## config.mk

```make
export PLATFORM = sky130hd
export DESIGN_NAME = mips_mc_control
export DESIGN_NICKNAME = d
export VERILOG_FILES = /design/src/rtl/mips_mc_control.sv
export SDC_FILE = /design/constraint.sdc
export NUM_CORES = 1
export LEC_CHECK = 0
export BUFFER_PORTS_ARGS = -buffer_cell sky130_fd_sc_hd__buf_2
export CORE_MARGIN = 2
export CORE_UTILIZATION = 41
export CTS_CLUSTER_DIAMETER = 40
export DETAILED_ROUTE_END_ITERATION = 10
export PLACE_DENSITY = 0.79
export SYNTH_ARGS = -nofsm -noshare
export SYNTH_HDL_FRONTEND = slang
export SYNTH_SLANG_ARGS = --single-unit
```

## constraint.sdc

```tcl
create_clock -name clk -period 1.6 [get_ports clk]
set_input_delay 0.16 -clock clk [delete_from_list [all_inputs] [get_ports clk]]
set_output_delay 0.16 -clock clk [all_outputs]
set_load 0.05 [all_outputs]
```

## src/rtl/mips_mc_control.sv

```systemverilog
// Multi-cycle MIPS main control: Moore FSM decoding the IR opcode into datapath selects and enables.
// Optional MIPS_MC_MEM_WAIT_EN: memory states stall on mem_ready, with Mealy-gated side-effect enables.
module mips_mc_control (
  input  logic       clk,
  input  logic       rst_n,
  input  logic [5:0] opcode,
  input  logic       mem_ready,
  output logic       pc_write,
  output logic       pc_write_cond,
  output logic       i_or_d,
  output logic       mem_read,
  output logic       mem_write,
  output logic       ir_write,
  output logic       mem_to_reg,
  output logic       reg_dst,
  output logic       reg_write,
  output logic       alu_src_a,
  output logic [1:0] alu_src_b,
  output logic [2:0] alu_op,
  output logic [1:0] pc_source,
  output logic       ext_op,
  output logic       instr_done,
  output logic       illegal_op,
  output logic [3:0] state
);

  // state    | meaning
  // RESET    | post-reset idle, all outputs 0
  // FETCH    | read instruction, load IR, PC += 4
  // DECODE   | precompute branch target into ALUOut
  // MEM_ADDR | effective address for lw/sw
  // MEM_RD   | data memory read into MDR
  // MEM_WB   | MDR -> rt
  // MEM_WR   | store B to memory
  // R_EXEC   | R-type ALU operation
  // R_WB     | ALUOut -> rd
  // BRANCH   | beq compare, conditional PC load
  // JUMP     | PC <- jump target
  // I_EXEC   | immediate ALU operation
  // I_WB     | ALUOut -> rt
  // ILLEGAL  | unsupported opcode, flag and refetch
  typedef enum logic [3:0] {
    S_RESET    = 4'd0,
    S_FETCH    = 4'd1,
    S_DECODE   = 4'd2,
    S_MEM_ADDR = 4'd3,
    S_MEM_RD   = 4'd4,
    S_MEM_WB   = 4'd5,
    S_MEM_WR   = 4'd6,
    S_R_EXEC   = 4'd7,
    S_R_WB     = 4'd8,
    S_BRANCH   = 4'd9,
    S_JUMP     = 4'd10,
    S_I_EXEC   = 4'd11,
    S_I_WB     = 4'd12,
    S_ILLEGAL  = 4'd13
  } state_t;

  localparam logic [5:0] OP_RTYPE = 6'b000000;
  localparam logic [5:0] OP_LW    = 6'b100011;
  localparam logic [5:0] OP_SW    = 6'b101011;
  localparam logic [5:0] OP_BEQ   = 6'b000100;
  localparam logic [5:0] OP_J     = 6'b000010;
  localparam logic [5:0] OP_ADDI  = 6'b001000;
  localparam logic [5:0] OP_ANDI  = 6'b001100;
  localparam logic [5:0] OP_ORI   = 6'b001101;
  localparam logic [5:0] OP_SLTI  = 6'b001010;

  localparam logic [2:0] ALU_ADD   = 3'b000;
  localparam logic [2:0] ALU_SUB   = 3'b001;
  localparam logic [2:0] ALU_FUNCT = 3'b010;
  localparam logic [2:0] ALU_AND   = 3'b011;
  localparam logic [2:0] ALU_OR    = 3'b100;
  localparam logic [2:0] ALU_SLT   = 3'b101;

  state_t state_q, state_d;
  logic   mem_rdy;

`ifdef MIPS_MC_MEM_WAIT_EN
  assign mem_rdy = mem_ready;
`else
  assign mem_rdy = 1'b1;
  logic unused_mem_ready;
  assign unused_mem_ready = mem_ready;
`endif

  always_ff @(posedge clk or negedge rst_n) begin
    if (!rst_n) state_q <= S_RESET;
    else        state_q <= state_d;
  end

  assign state = state_q;

  always_comb begin
    state_d       = S_FETCH;
    pc_write      = 1'b0;
    pc_write_cond = 1'b0;
    i_or_d        = 1'b0;
    mem_read      = 1'b0;
    mem_write     = 1'b0;
    ir_write      = 1'b0;
    mem_to_reg    = 1'b0;
    reg_dst       = 1'b0;
    reg_write     = 1'b0;
    alu_src_a     = 1'b0;
    alu_src_b     = 2'b00;
    alu_op        = ALU_ADD;
    pc_source     = 2'b00;
    ext_op        = 1'b0;
    instr_done    = 1'b0;
    illegal_op    = 1'b0;

    case (state_q)
      S_RESET: state_d = S_FETCH;
      S_FETCH: begin
        mem_read  = 1'b1;
        ir_write  = mem_rdy;
        pc_write  = mem_rdy;
        alu_src_b = 2'b01;
        alu_op    = ALU_ADD;
        state_d   = mem_rdy ? S_DECODE : S_FETCH;
      end
      S_DECODE: begin
        alu_src_b = 2'b11;
        ext_op    = 1'b1;
        case (opcode)
          OP_RTYPE:                        state_d = S_R_EXEC;
          OP_LW, OP_SW:                    state_d = S_MEM_ADDR;
          OP_BEQ:                          state_d = S_BRANCH;
          OP_J:                            state_d = S_JUMP;
          OP_ADDI, OP_ANDI, OP_ORI, OP_SLTI: state_d = S_I_EXEC;
          default:                         state_d = S_ILLEGAL;
        endcase
      end
      S_MEM_ADDR: begin
        alu_src_a = 1'b1;
        alu_src_b = 2'b10;
        ext_op    = 1'b1;
        state_d   = (opcode == OP_LW) ? S_MEM_RD : S_MEM_WR;
      end
      S_MEM_RD: begin
        mem_read = 1'b1;
        i_or_d   = 1'b1;
        state_d  = mem_rdy ? S_MEM_WB : S_MEM_RD;
      end
      S_MEM_WB: begin
        reg_write  = 1'b1;
        mem_to_reg = 1'b1;
        instr_done = 1'b1;
      end
      S_MEM_WR: begin
        mem_write  = 1'b1;
        i_or_d     = 1'b1;
        instr_done = mem_rdy;
        state_d    = mem_rdy ? S_FETCH : S_MEM_WR;
      end
      S_R_EXEC: begin
        alu_src_a = 1'b1;
        alu_op    = ALU_FUNCT;
        state_d   = S_R_WB;
      end
      S_R_WB: begin
        reg_write  = 1'b1;
        reg_dst    = 1'b1;
        instr_done = 1'b1;
      end
      S_BRANCH: begin
        alu_src_a     = 1'b1;
        alu_op        = ALU_SUB;
        pc_write_cond = 1'b1;
        pc_source     = 2'b01;
        instr_done    = 1'b1;
      end
      S_JUMP: begin
        pc_write   = 1'b1;
        pc_source  = 2'b10;
        instr_done = 1'b1;
      end
      S_I_EXEC: begin
        alu_src_a = 1'b1;
        alu_src_b = 2'b10;
        case (opcode)
          OP_SLTI: begin alu_op = ALU_SLT; ext_op = 1'b1; end
          OP_ANDI: begin alu_op = ALU_AND; ext_op = 1'b0; end
          OP_ORI:  begin alu_op = ALU_OR;  ext_op = 1'b0; end
          default: begin alu_op = ALU_ADD; ext_op = 1'b1; end
        endcase
        state_d = S_I_WB;
      end
      S_I_WB: begin
        // ext_op tracks the I_EXEC choice so the extender output stays stable through write-back
        reg_write  = 1'b1;
        instr_done = 1'b1;
        ext_op     = (opcode == OP_ADDI) || (opcode == OP_SLTI);
      end
      S_ILLEGAL: illegal_op = 1'b1;
      default:   state_d = S_FETCH;
    endcase
  end

endmodule

```

==> metrics <==
status finished, violations left; failing checks setup timing; Mapped Area 533 sq um; Synthesized Nets 95; routability congestion estimate approximately 0.84; Ys Warns 0; Synth Flop Type dfrtp_1; Syn Area/Cell 6.20 sq um; pre-CTS setup slack -0.0500 ns; htree depth 1; Cells after Synth between 80 and 90; placed cell areas roughly 890 sq um; Worst Slack Setup Final -0.0834 ns; number of global-route vias before repair ~670; fin nets 147; Crit. End Element output port; post-route ant nets 0; worst-margin pin slew 0.421 ns; MaxCap Viol Count 0; most instantiated library cell after synthesis nor2_1; crit path max fanout 2; Placed Cells 134; Async SR Flop Fraction 1.00; number of flip-flops in the largest register 4; Finished Layout Cells 150; GR Util All Layers 0.272; number of CTS-inserted buffers 3; final WL 2630 microns; synthesis-to-layout area growth 106%; Post-synth EDFFs 0; design area 1100 sq um; post-synthesis cell type count 30; layout cells sized above 1 0.691; I/O Buffers 31; RSZ-0062 raised after global routing yes; Synth Register Bits 4; initial core utilization 0.461; relative max-transition margin 0.712; clk root buf clkbuf_4; Post-DP HPWL 1270 microns; DRC errors left 0; Slew Limit Fails 0; Worst EP required 1.44 ns; Final Skew approximately 0.0067 ns; CTS max path bufs 2; Fin. Hold Viols 0; sequential share of the synthesized area 0.188; I/O pins 33; crit share post-route 1.05; Ant. Diodes 0; minimum clock period approximately 1.7 ns; vias post-DR 917; cell taking the most area after synthesis dfrtp_1; site row count 12; commonest cells in the netlist 19 x nor2_1, 7 x nand2_1, 6 x a21oi_1, 6 x o21ai_0; Top Metal Used met4; Iter 0 DRT Violations between 60 and 70; Final setup viols 6; met1 WL between 900 and 1000 microns; Die Ht 40.1 microns; Fmax achieved 0.594 GHz; met3 WL post-DR 264 microns; top cell type's share of synthesized area 0.188; CTS tree done; WP data arrival 1.52 ns; Die X-Extent 40.1 microns; Worst Hold Class in -> async; core area ~1200 sq um; Via density 6.11; clk_lat worst skew 0.24 ns; CTS Sinks 4; largest net degree at the start of global routing 17; Pre-antenna DRT Iters 4; grt ovf 0; CP Class in -> out; die footprint 1600 sq um; met2 wire len 1320 microns; Startpoint Class primary input; initial antenna violation count 0; synth top area cells dfrtp_1 19%, nor2_1 13%, a21oi_1 5.6%, o21ai_0 5.6%, nand2_1 4.9%; Worst-path clk slew ~0.050 ns; Routed wire per std cell 17.6 microns; first-pass GRT wire length 2850 microns; post-route core utilization 0.949
## final timing paths
| check | startpoint | end | slack (ns) | cells past startpoint |
|---|---|---|---|---|
| max | opcode[0] | alu_op[0] | -0.08 | 6 |
| min | rst_n | state[0] | 0.27 | 2 |
| max reg2reg | state[0] | state[1] | 0.19 | 4 |
| min reg2reg | state[1] | state[0] | 0.62 | 1 |
| max in group asynchronous | rst_n | state[2] | 1.19 | 2 |
| min in group clk | opcode[4] | state[1] | 0.31 | 3 |
## cell usage in the layout, fill, tap and decap left out, types with 4 or more instances in the layout
| master | count |
|---|---|
| nand3_1 | 5 |
| nor2_2 | 9 |
| dfrtp_2 | 4 |
| buf_2 | 19 |
| a21oi_1 | 4 |
| buf_4 | 29 |
| nor2_4 | 4 |
| buf_6 | 4 |
| nor2_1 | 6 |
## critical path, cell delays in order
cell and delay [ns]:
buf_2 0.11, nor4_2 0.41, nand3_1 0.16, buf_4 0.19, a311oi_4 0.29, buf_6 0.20
## routing by layer
layer  up-vias  global-route usage
li1        407                   -
met1       403               0.298
met2        86               0.492
met3        21              0.0389
met4         0               0.155
met5         -                   0
## cells by family after synthesis
group	Yosys count	share of synthesized area
flops	4	0.188
xor+xnor	1	0.0164
buf+inv	11	0.0868
compound gates	24	0.284
simple gates	46	0.425
## per-stage QoR
stage               hold slack [ns]  TNS (ns)
global route                  0.296    -0.385
detailed placement          -0.0313   -0.0500
global placement            -0.0356   -0.0293
floorplan                    -0.136    -0.311
CTS                           0.250   -0.0349
finish                        0.272    -0.176
## layout make-up
class / instances / area [sq um]
clock buffer: 3 / 22.5
fill: 34 / 58.8
inverter: 5 / 18.8
multi-input combinational: 71 / 566
sequential: 4 / 105
tap: 14 / 17.5
timing repair buffer: 53 / 368
## what timing repair did
item,in CTS,in global routing
pin swaps,0,1
buffers inserted,5,7
gates resized for setup,15,14
hold endpoints to repair,4,0
setup endpoints to repair,16,15
hold buffers,1,0
Power is not shown: default switching activity piles up to over one toggle a cycle in this logic, so the estimate is an artifact.
